**config.mk**
```make
export PLATFORM = sky130hd
export DESIGN_NAME = fifo_thresh_flat
export DESIGN_NICKNAME = d
export VERILOG_FILES = /design/src/rtl/fifo_thresh_if.sv /design/src/rtl/fifo_thresh.sv /design/src/flat_wrapper.sv
export SDC_FILE = /design/constraint.sdc
export NUM_CORES = 1
export LEC_CHECK = 0
export CORE_MARGIN = 4
export CORE_UTILIZATION = 40
export DETAILED_ROUTE_END_ITERATION = 7
export PLACE_DENSITY = 0.59
export SETUP_SLACK_MARGIN = 0.5
export SYNTH_ARGS = -nofsm -noshare
export SYNTH_HDL_FRONTEND = slang
export SYNTH_SLANG_ARGS = --single-unit
```
**constraint.sdc**
```tcl
create_clock -name clk -period 7.55 [get_ports clk]
set_input_delay 1.51 -clock clk [delete_from_list [all_inputs] [get_ports clk]]
set_output_delay 1.51 -clock clk [all_outputs]
set_load 0.01 [all_outputs]
```
**src/rtl/fifo_thresh_if.sv**
```systemverilog
// Handshake/data bundle between a FIFO user (master) and the fifo_thresh
// storage block (slave). Carries write/read requests, flush and error clear
// toward the FIFO, and head data, occupancy, level flags and sticky errors back.
interface fifo_thresh_if #(
  parameter int DATA_WIDTH = 8,
  parameter int ADDR_WIDTH = 3
);
  logic                  flush;
  logic                  wr_en;
  logic [DATA_WIDTH-1:0] wdata;
  logic                  rd_en;
  logic                  clr_err;
  logic [DATA_WIDTH-1:0] rdata;
  logic                  full;
  logic                  empty;
  logic                  almost_full;
  logic                  almost_empty;
  logic [ADDR_WIDTH:0]   count;
  logic                  overflow;
  logic                  underflow;

  modport master (
    output flush, wr_en, wdata, rd_en, clr_err,
    input  rdata, full, empty, almost_full, almost_empty, count, overflow, underflow
  );

  modport slave (
    input  flush, wr_en, wdata, rd_en, clr_err,
    output rdata, full, empty, almost_full, almost_empty, count, overflow, underflow
  );
endinterface

```
**src/rtl/fifo_thresh.sv**
```systemverilog
// Synchronous show-ahead FIFO with almost-full/almost-empty thresholds and
// sticky overflow/underflow flags. Write-to-rdata latency 1 cycle; rdata is
// zero when empty. Full FIFO accepts a write only alongside an accepted read.
// Ports: clk, reset (sync, active-high), bus (slave side of fifo_thresh_if):
//   flush/wr_en/wdata/rd_en/clr_err in; rdata/full/empty/almost_full/
//   almost_empty/count/overflow/underflow out.
module fifo_thresh #(
  parameter int DATA_WIDTH = 8,
  parameter int DEPTH      = 8,
  parameter int ADDR_WIDTH = 3,
  parameter int AF_LEVEL   = 6,
  parameter int AE_LEVEL   = 2
) (
  input  logic           clk,
  input  logic           reset,
  fifo_thresh_if.slave   bus
);

  localparam logic [ADDR_WIDTH:0]   DEPTH_C = (ADDR_WIDTH+1)'(DEPTH);
  localparam logic [ADDR_WIDTH:0]   AF_C    = (ADDR_WIDTH+1)'(AF_LEVEL);
  localparam logic [ADDR_WIDTH:0]   AE_C    = (ADDR_WIDTH+1)'(AE_LEVEL);
  localparam logic [ADDR_WIDTH-1:0] PTR_ONE = ADDR_WIDTH'(1);
  localparam logic [ADDR_WIDTH:0]   CNT_ONE = (ADDR_WIDTH+1)'(1);

  logic [DATA_WIDTH-1:0] mem_q [DEPTH];
  logic [ADDR_WIDTH-1:0] wr_ptr_q, wr_ptr_d;
  logic [ADDR_WIDTH-1:0] rd_ptr_q, rd_ptr_d;
  logic [ADDR_WIDTH:0]   count_q, count_d;
  logic                  overflow_q, overflow_d;
  logic                  underflow_q, underflow_d;

  logic full_w, empty_w, rd_acc, wr_acc;

  // Flags come only from the registered count.
  assign full_w  = (count_q == DEPTH_C);
  assign empty_w = (count_q == '0);

  // A full FIFO can still take a write when the head is popped the same cycle.
  assign rd_acc = bus.rd_en & ~empty_w & ~bus.flush;
  assign wr_acc = bus.wr_en & ~bus.flush & (~full_w | rd_acc);

  always_comb begin
    wr_ptr_d    = wr_ptr_q;
    rd_ptr_d    = rd_ptr_q;
    count_d     = count_q;
    overflow_d  = overflow_q & ~bus.clr_err;
    underflow_d = underflow_q & ~bus.clr_err;

    if (bus.flush) begin
      wr_ptr_d = '0;
      rd_ptr_d = '0;
      count_d  = '0;
    end else begin
      if (wr_acc) wr_ptr_d = wr_ptr_q + PTR_ONE;
      if (rd_acc) rd_ptr_d = rd_ptr_q + PTR_ONE;
      if (wr_acc && !rd_acc) count_d = count_q + CNT_ONE;
      else if (rd_acc && !wr_acc) count_d = count_q - CNT_ONE;
    end

    // Set events are applied after the clear so they win.
    if (bus.wr_en && full_w && !rd_acc && !bus.flush) overflow_d = 1'b1;
    if (bus.rd_en && empty_w && !bus.flush) underflow_d = 1'b1;
  end

  always_ff @(posedge clk) begin
    if (reset) begin
      wr_ptr_q    <= '0;
      rd_ptr_q    <= '0;
      count_q     <= '0;
      overflow_q  <= 1'b0;
      underflow_q <= 1'b0;
    end else begin
      wr_ptr_q    <= wr_ptr_d;
      rd_ptr_q    <= rd_ptr_d;
      count_q     <= count_d;
      overflow_q  <= overflow_d;
      underflow_q <= underflow_d;
    end
  end

  // Storage is not reset; rdata masking hides stale entries. Reset still
  // blocks the write so nothing commits during a reset cycle.
  always_ff @(posedge clk) begin
    if (!reset && wr_acc) mem_q[wr_ptr_q] <= bus.wdata;
  end

  assign bus.rdata        = empty_w ? '0 : mem_q[rd_ptr_q];
  assign bus.full         = full_w;
  assign bus.empty        = empty_w;
  assign bus.almost_full  = (count_q >= AF_C);
  assign bus.almost_empty = (count_q <= AE_C);
  assign bus.count        = count_q;
  assign bus.overflow     = overflow_q;
  assign bus.underflow    = underflow_q;

endmodule

```
**src/flat_wrapper.sv**
```systemverilog
// flat-port wrapper written by rule: the top's interface ports become plain ports
module fifo_thresh_flat 
#(
  parameter int DATA_WIDTH = 8,
  parameter int DEPTH      = 8,
  parameter int ADDR_WIDTH = 3,
  parameter int AF_LEVEL   = 6,
  parameter int AE_LEVEL   = 2
)
  (clk, reset, bus_flush, bus_wr_en, bus_wdata, bus_rd_en, bus_clr_err, bus_rdata, bus_full, bus_empty, bus_almost_full, bus_almost_empty, bus_count, bus_overflow, bus_underflow);
  fifo_thresh_if #(.DATA_WIDTH(DATA_WIDTH), .ADDR_WIDTH(ADDR_WIDTH)) bus_i ();
  input  logic clk;
  input  logic reset;
  input wire logic [$bits(bus_i.flush)-1:0] bus_flush;
  input wire logic [$bits(bus_i.wr_en)-1:0] bus_wr_en;
  input wire logic [$bits(bus_i.wdata)-1:0] bus_wdata;
  input wire logic [$bits(bus_i.rd_en)-1:0] bus_rd_en;
  input wire logic [$bits(bus_i.clr_err)-1:0] bus_clr_err;
  output wire logic [$bits(bus_i.rdata)-1:0] bus_rdata;
  output wire logic [$bits(bus_i.full)-1:0] bus_full;
  output wire logic [$bits(bus_i.empty)-1:0] bus_empty;
  output wire logic [$bits(bus_i.almost_full)-1:0] bus_almost_full;
  output wire logic [$bits(bus_i.almost_empty)-1:0] bus_almost_empty;
  output wire logic [$bits(bus_i.count)-1:0] bus_count;
  output wire logic [$bits(bus_i.overflow)-1:0] bus_overflow;
  output wire logic [$bits(bus_i.underflow)-1:0] bus_underflow;
  assign bus_i.flush = bus_flush;
  assign bus_i.wr_en = bus_wr_en;
  assign bus_i.wdata = bus_wdata;
  assign bus_i.rd_en = bus_rd_en;
  assign bus_i.clr_err = bus_clr_err;
  assign bus_rdata = bus_i.rdata;
  assign bus_full = bus_i.full;
  assign bus_empty = bus_i.empty;
  assign bus_almost_full = bus_i.almost_full;
  assign bus_almost_empty = bus_i.almost_empty;
  assign bus_count = bus_i.count;
  assign bus_overflow = bus_i.overflow;
  assign bus_underflow = bus_i.underflow;
  fifo_thresh #(.DATA_WIDTH(DATA_WIDTH), .DEPTH(DEPTH), .ADDR_WIDTH(ADDR_WIDTH), .AF_LEVEL(AF_LEVEL), .AE_LEVEL(AE_LEVEL)) u_core (.clk(clk), .reset(reset), .bus(bus_i));
endmodule
```
==> results of run 1 <==
power by group:
| group | switching (mW) | leakage, nW | internal [mW] |
|---|---|---|---|
| combinational | 0.0376 | 0.442 | 0.0376 |
| clock | 0.156 | 0.120 | 0.221 |
| sequential | 0.00401 | 0.698 | 0.474 |
| total | 0.197 | 1.26 | 0.732 |
tightest hold or removal path: cells and delay by family, from the launching register on:
family             cells  cell delay (ns)
DFF                    1             0.32
AOI/OAI and AO/OA      1             0.07
and+or+nand+nor        1             0.05
logic make-up (layout without fill, tap and decap cells):
family | after synthesis | in the layout | share of synthesized area, %
buffers and inverters | 13 | 55 | 1.83
flip-flops | 79 | 79 | 69.0
multiplexers | 26 | 26 | 14.3
AND/OR/NAND/NOR | 53 | 53 | 8.16
XOR/XNOR | 6 | 6 | 1.63
AO/OA/AOI/OAI | 12 | 12 | 2.53
adder cells (fa/ha/maj) | 6 | 6 | 2.56
Yosys cell counts:
| library cell | number |
|---|---|
| buf_2 | 2 |
| mux4_2 | 16 |
| edfxtp_1 | 64 |
| ha_1 | 5 |
| inv_2 | 1 |
| a211oi_1 | 2 |
| nand3b_1 | 1 |
| o21ai_2 | 1 |
| xor2_1 | 5 |
| buf_1 | 3 |
| nor4_1 | 2 |
| mux2i_1 | 10 |
| nand2_1 | 6 |
| o211ai_1 | 2 |
| dfxtp_1 | 15 |
| buf_4 | 2 |
| fa_1 | 1 |
| nor2b_1 | 3 |
| nand3_1 | 4 |
| clkbuf_1 | 2 |
| or4_1 | 1 |
| inv_1 | 3 |
| xnor2_1 | 1 |
| nor4b_1 | 2 |
| or2_2 | 1 |
| nor2_1 | 29 |
| a211o_1 | 1 |
| or4b_4 | 1 |
| a31o_2 | 1 |
| or3_4 | 1 |
| a21oi_1 | 5 |
| and2b_4 | 1 |
| nand2b_1 | 1 |
registers in the layout, indices dropped and copies added (netlist names), named ones only:
| name | cells |
|---|---|
| u_core.mem_q | 64 |
| u_core.bus.count | 4 |
| u_core.rd_ptr_q | 3 |
| u_core.wr_ptr_q | 3 |
| u_core.bus.overflow | 1 |
| u_core.bus.underflow | 1 |
per-stage QoR:
step	cells	setup slack, ns	instance area (um^2)	utilization, %
final	339	3.68	3910	50.4
after global routing	339	3.56	3910	50.4
after CTS	339	3.63	3910	50.4
after detailed placement	323	3.58	3670	47.2
after global placement	323	3.62	3670	47.2
after floorplan	195	3.98	3220	-
how the worst min path moves through the flow:
stage | start | endpoint | slack [ns] | depth (start not counted)
finish | u_core.rd_ptr_q[1] | u_core.rd_ptr_q[1] | 0.50 | 2
floorplan | u_core.rd_ptr_q[1] | flop | 0.45 | 2
global route | u_core.rd_ptr_q[1] | flop | 0.55 | 2
detailed placement | u_core.rd_ptr_q[1] | u_core.rd_ptr_q[1] | 0.49 | 2
CTS | u_core.rd_ptr_q[1] | u_core.rd_ptr_q[1] | 0.50 | 2
global placement | u_core.rd_ptr_q[1] | u_core.rd_ptr_q[1] | 0.48 | 2
layout make-up:
type | instances | area share (%)
Inverter | 4 | 0.384
Tap cell | 102 | 3.26
Sequential cell | 79 | 56.8
Multi-Input combinational cell | 103 | 24.6
Clock buffer | 9 | 3.16
Timing Repair Buffer | 35 | 8.70
Clock inverter | 7 | 3.07
layer usage:
metal | routed length, um | vias up | global-route usage, %
met5 | 0 | - | 0
met4 | 82 | 0 | 5.11
met3 | 240 | 9 | 3.79
met2 | 2930 | 39 | 21.1
met1 | 2780 | 889 | 18.7
li1 | - | 824 | -
==> flow_summary.ini, run 1 <==
[setup_path]
critPathBufInv = 1
crit_required_ns = 6.04
cp.depth = 4
worstPathCellList = mux4_2 -> mux2i_1 -> nor2_1 -> clkdlybuf4s50_1
r2r-end = u_core.bus.count[3]
crit_path_end = bus_rdata[1]
cp_max_fo = 16
reg2reg_depth = 10
r2r_start = u_core.bus.count[0]
worst_setup_path_start_kind = flop
cp_slowest_stage_delay_ns = 0.86
crit_arrival_ns = 2.36
worst_path_max_delay_cell = dfxtp_1
r2r_slack_ns = 4.92
crit_path_end_kind = output port
path_class = reg -> out
critPathTopFamily = flip-flops

[timing]
hold_violations = 0
hold-worst-slack_ns = 0.501
tns_ns = 0
relSlewSlack_pct = 31.2
clock-skew-final_ns = 0.00778
rsz0062_at_grt = false
period_needed_ns = 3.87
slew_viol_final = 0
fmax_mhz = 259
period_share_pct = 51.2
setup_viol = 0
worst_slew_pin_slew_ns = 1.03

[logic_synthesis]
syn_area_um2 = 3220
yosysTopAreaCell = edfxtp_1
synth_cell_types = 33
ys_seq_area_share_pct = 69.0
syn_nets = 215
ys_seq_elements = 79
yosys_warnings = 0
syn_inst = 195
avgSynthCellArea_um2 = 16.5
synth_top_cell_area_share_pct = 59.7
yosys-top-cells-area = edfxtp_1, mux4_2, dfxtp_1

[clock_tree]
clockBufferDepth = 2
cts_hold_repair.buffers = 0
cts_made_buffers = 9
cts_resized = 0
clock_latency_ns = 0.35
clock_sinks = 79
postCtsSetupBuffers = 0
cts_root_buffer = clkbuf_8
cts_max_level = 3
clk_pin_slew_worst_paths_ns = 0.08
cts_tree = yes

[power]
power.leakage_nw = 1.26
total_power_uw = 930
peakVddDrop_mv = 0.0971
p_per_area_nw_per_um2 = 237

[global_routing]
track_usage_pct = 13.7
antenna_found_initial = 0
grt_max_degree = 17
grt_pass1_vias = 1793
gr-total-overflow = 0
grt_pass1_wl_um = 9710

[placement]
dp_hpwl_um = 3840
gp_congestion = 0.772
portBuffers = 31

[routing]
wl_um = 6040
route.detailed.drc = 0
detailedRoute.firstPassIterationCount = 5
antenna_left = 0
viasPerCell = 5.19
wl_per_cell_um = 17.8
drtIter0Drc = 64
dr_total_vias = 1761

[layout]
nNetsFinal = 252
seq_area_um2 = 2220
multi_input_area_um2 = 965
area_growth_syn_to_layout_pct = 21.5
most-common-layout-cells = edfxtp_1, clkdlybuf4s50_1, nor2_1
drive_gt1_share_pct = 19.8
n_antenna_cell = 0
fill_cells = 677
mostFrequentLayoutCell = edfxtp_1

[min_path]
hold_path.class = reg -> reg

[die]
die_area_um2 = 9550
fp-row-count = 32
io_pins = 32
die_x_um = 97.7
core_area_um2 = 7770
initial_core_util_pct = 41.5
die_h_um = 97.7

[run_status]
status = finished clean

[run]
cap_violations = 0
No activity file was read; power rests on OpenSTA's default activity.
==> run 2: changes to the inputs <==
PLACE_DENSITY = 0.62   (was 0.59)
clock period = 3.3 ns   (was 7.55 ns; I/O delays follow)
==> flow_summary.ini, run 2 (synthesis results as in run 1) <==
[routing]
drtIter0Drc = 60
antenna_left = 0
viasPerCell = 5.07
route.detailed.drc = 0
wl_um = 6130
detailedRoute.firstPassIterationCount = 4
dr_total_vias = 1749
wl_per_cell_um = 17.8

[timing]
relSlewSlack_pct = 57.2
slew_viol_final = 0
setup_viol = 0
period_needed_ns = 2.72
rsz0062_at_grt = true
tns_ns = 0
period_share_pct = 82.4
setup_slack_ns = 0.582
hold_violations = 0
clock-skew-final_ns = 0.00974
worst_slew_pin_slew_ns = 0.641
hold-worst-slack_ns = 0.497
fmax_mhz = 368

[layout]
seq_area_um2 = 2230
multi_input_area_um2 = 972
nNetsFinal = 259
n_antenna_cell = 0
largest_reg_flops = 64
mostFrequentLayoutCell = edfxtp_1
area_growth_syn_to_layout_pct = 23.9
fill_cells = 672
fin_util_pct = 51.4
most-common-layout-cells = edfxtp_1, nor2_1, clkdlybuf4s50_1
fin_area_um2 = 3990
top_register = u_core.mem_q
drive_gt1_share_pct = 24.3

[clock_tree]
cts_max_level = 3
clk_pin_slew_worst_paths_ns = 0.07
cts_made_buffers = 9
postCtsSetupBuffers = 0
clock_latency_ns = 0.34
cts_root_buffer = clkbuf_8
cts_tree = yes
clockBufferDepth = 2
clock_sinks = 79

[placement]
portBuffers = 31
gp_congestion = 0.784
dp_hpwl_um = 3840
dp_slack_ns = 0.262
post_dp_cell_area_um2 = 3710

[global_routing]
track_usage_pct = 13.3
gr-total-overflow = 0
grt_pass1_wl_um = 9470
grt_max_degree = 17
antenna_found_initial = 0
grt_pass1_vias = 1811

[power]
p_switching_uw = 434
swShare_pct = 21.4
p_per_area_nw_per_um2 = 509
clkPwrFrac_pct = 37.2
peakVddDrop_mv = 0.254
power.leakage_nw = 1.35
p_int_mw = 1.60
p_comb_share_pct = 8.9
power_frac_seq_pct = 53.9

[run]
cap_violations = 0

[die]
core_area_um2 = 7770
die_area_um2 = 9550
fp-row-count = 32
die_h_um = 97.7
die_x_um = 97.7
io_pins = 32
initial_core_util_pct = 41.5

[setup_path]
reg2reg_depth = 10
worst_setup_path_start_kind = flop
r2r-end = u_core.bus.count[3]
path_class = reg -> out
crit_arrival_ns = 2.06
r2r_slack_ns = 0.71
crit_required_ns = 2.64
crit_path_end_kind = output port
r2r_start = u_core.bus.count[0]
cp_max_fo = 8

[min_path]
hold_path_depth = 2
holdCritStartpoint = u_core.rd_ptr_q[1]
hold_path.class = reg -> reg

[run_status]
status = finished clean
[run 2: changes by cell type in the layout (fill, tap and decap cells not counted), moves of 3 or more]
cell             before  now
buf_4                 4    9
clkdlybuf4s50_1      31   28
dfxtp_1              15   11
dfxtp_2               0    3
dlymetal6s2s_1        0    3
[run 2: final cells by class]
cell class              count  share of cell area (%)
flip-flops and latches     79                    55.9
multi-input cells         103                    24.4
repair buffers             42                    10.8
well taps                 102                    3.20
clock buffers               9                    3.10
clock inverters             6                    2.16
inverters                   4                   0.502
[run 2: worst max-delay path by stage]
stage                          from             endpoint  slack [ns]  cells past startpoint
after detailed placement  bus_flush  u_core.bus.count[3]        0.26                     11
after global routing           flop         bus_rdata[3]        0.49                      5
final                          flop         bus_rdata[5]        0.58                      5
after global placement    bus_flush  u_core.bus.count[3]        0.35                     11
after floorplan           bus_flush   u_core.mem_q[4][0]        0.58                      4
after CTS                      flop         bus_rdata[3]        0.49                      5
[run 2: power groups by stage]
stage	clock network (mW)	logic [mW]	registers, mW
3_3_place_gp	0	0.172	1.12
5_1_grt	0.816	0.197	1.10
6_report	0.756	0.180	1.10
4_1_cts	0.773	0.178	1.09
3_5_place_dp	0	0.173	1.12
2_1_floorplan	0	0.0894	1.12
[run 2: per-layer routing]
layer  track usage, %  wire, um
met1             17.1      2830
met3             3.14       265
met4             6.71        92
met5                0         0
met2             21.3      2940
[run 2: timing repair]
| action | CTS | global route |
|---|---|---|
| hold buffers | 0 | 0 |
| pin swaps | 0 | 0 |
| gates resized for setup | 6 | 9 |
| endpoints found under the setup margin | 9 | 10 |
| cloned | 0 | 1 |
[run 2: critical path: stages (launching register included)]
cell             delay (ns)
dfxtp_4                0.38
clkbuf_16              0.17
mux4_2                 0.50
mux2i_1                0.14
nor2_1                 0.06
clkdlybuf4s50_1        0.47
[run 2: through the flow]
step | instances | power (mW)
2_1_floorplan | 195 | 1.21
3_3_place_gp | 329 | 1.29
3_5_place_dp | 329 | 1.29
4_1_cts | 344 | 2.05
5_1_grt | 345 | 2.11
6_report | 345 | 2.03
==> run 3: changes to the inputs <==
PLACE_DENSITY = 0.59   (was 0.62)
clock period = 2.7 ns   (was 3.3 ns; I/O delays follow)
==> flow_summary.ini, run 3 (synthesis results as in run 1) <==
[timing]
fmax_mhz = 427
rsz0062_at_grt = true
setup_viol = 0
slew_viol_final = 0
hold-worst-slack_ns = 0.508
worst_slew_pin_slew_ns = 0.560
tns_ns = 0
hold_violations = 0
clock-skew-final_ns = 0.0102
period_share_pct = 86.7
relSlewSlack_pct = 62.6
period_needed_ns = 2.34

[global_routing]
grt_max_degree = 17
grt_pass1_vias = 2006
gr-total-overflow = 0
grt_pass1_wl_um = 10700
antenna_found_initial = 0
track_usage_pct = 14.8

[die]
core_area_um2 = 7770
fp-row-count = 32
initial_core_util_pct = 41.5
die_area_um2 = 9550
die_x_um = 97.7
io_pins = 32
die_h_um = 97.7

[setup_path]
r2r-end = u_core.bus.count[3]
crit_required_ns = 2.16
worst_setup_path_start_kind = flop
reg2reg_depth = 10
crit_path_end_kind = output port
crit_arrival_ns = 1.80
cp_max_fo = 8
r2r_start = u_core.bus.count[3]
r2r_slack_ns = 0.36
path_class = reg -> out

[layout]
mostFrequentLayoutCell = edfxtp_1
largest_reg_flops = 64
n_antenna_cell = 0
area_growth_syn_to_layout_pct = 35.1
drive_gt1_share_pct = 40.4
fin_util_pct = 56.0
top_register = u_core.mem_q
most-common-layout-cells = edfxtp_1, buf_4, nor2_1
nNetsFinal = 290

[power]
power.leakage_nw = 1.52
p_per_area_nw_per_um2 = 567
peakVddDrop_mv = 0.338
total_power_mw = 2.47

[clock_tree]
clk_pin_slew_worst_paths_ns = 0.08
clock_latency_ns = 0.34
clock_sinks = 79
clockBufferDepth = 2
cts_hold_repair.buffers = 0
cts_root_buffer = clkbuf_8
cts_tree = yes
cts_made_buffers = 9
cts_max_level = 3

[min_path]
hold_path_depth = 2
hold_path.class = reg -> reg
holdCritStartpoint = u_core.rd_ptr_q[1]
hold_end = u_core.rd_ptr_q[1]

[routing]
viasPerCell = 5.02
detailedRoute.firstPassIterationCount = 4
top_layer_used = met4
wl_met2_um = 3200
drtIter0Drc = 88
dr_total_vias = 1891
wl_um = 6610
antenna_left = 0
wl_met3_um = 386
wl_per_cell_um = 17.5
route.detailed.drc = 0
wl_met1_um = 2950

[run]
cap_violations = 0

[placement]
dp_hpwl_um = 3850
gp_congestion = 0.762
portBuffers = 31

[run_status]
status = finished clean
-- run 3: cell count changes in the layout (fill, tap and decap cells not counted), moves of 2 or more --
| cell | delta |
|---|---|
| buf_4 | +20 |
| clkdlybuf4s50_1 | -10 |
| buf_2 | +8 |
| buf_6 | +8 |
| buf_12 | +4 |
| dfxtp_4 | +4 |
| nor2_1 | -4 |
| dfxtp_2 | -3 |
| ha_1 | -3 |
| ha_4 | +3 |
| clkinv_1 | +2 |
| nor2_2 | +2 |
| nor2_4 | +2 |
-- run 3: per-stage QoR --
stage | instances | worst slack (ns) | area, um^2
finish | 377 | 0.358 | 4350
global route | 377 | 0.253 | 4350
CTS | 370 | 0.323 | 4250
detailed placement | 335 | 0.0245 | 3820
global placement | 335 | 0.0579 | 3820
floorplan | 195 | 0.414 | 3280
-- run 3: layer usage --
layer	vias up	GRT usage (%)
li1	901	-
met1	933	20.1
met2	50	23.2
met3	7	4.14
met4	0	5.11
met5	-	0
-- run 3: worst max path at each step --
| stage | start | to | slack (ns) | cells after the start |
|---|---|---|---|---|
| final | flop | bus_rdata[7] | 0.36 | 6 |
| after global routing | flop | bus_rdata[7] | 0.25 | 6 |
| after CTS | flop | bus_rdata[7] | 0.32 | 6 |
| after detailed placement | bus_flush | u_core.bus.count[3] | 0.02 | 11 |
| after global placement | bus_flush | u_core.bus.count[3] | 0.06 | 11 |
| after floorplan | u_core.bus.count[0] | u_core.bus.count[3] | 0.41 | 10 |
-- run 3: layout make-up --
| type | count | area [um^2] |
|---|---|---|
| clock buffer | 10 | 128 |
| clock inverter | 6 | 58.8 |
| fill | 642 | 3420 |
| inverter | 4 | 27.5 |
| multi-input combinational | 103 | 1070 |
| sequential | 79 | 2240 |
| tap | 102 | 128 |
| timing repair buffer | 73 | 703 |
-- run 3: what timing repair did --
action	CTS	global route
buffers inserted	18	7
gates cloned	1	0
pin swaps	10	10
resized for setup	58	18
endpoints found under the setup margin	15	52
-- run 3: power breakdown --
group / switching [mW] / total (mW) / internal, mW / leakage (nW)
clock network: 0.411 / 0.835 / 0.423 / 0.0917
registers: 0.0117 / 1.34 / 1.32 / 0.702
logic: 0.135 / 0.298 / 0.163 / 0.723
total: 0.558 / 2.47 / 1.91 / 1.52
-- run 3: worst max-delay path, stage by stage (launching register included) --
cell and delay (ns):
dfxtp_4 0.40, buf_12 0.14, buf_6 0.09, mux4_2 0.48, mux2i_1 0.15, nor2_1 0.06, buf_2 0.13
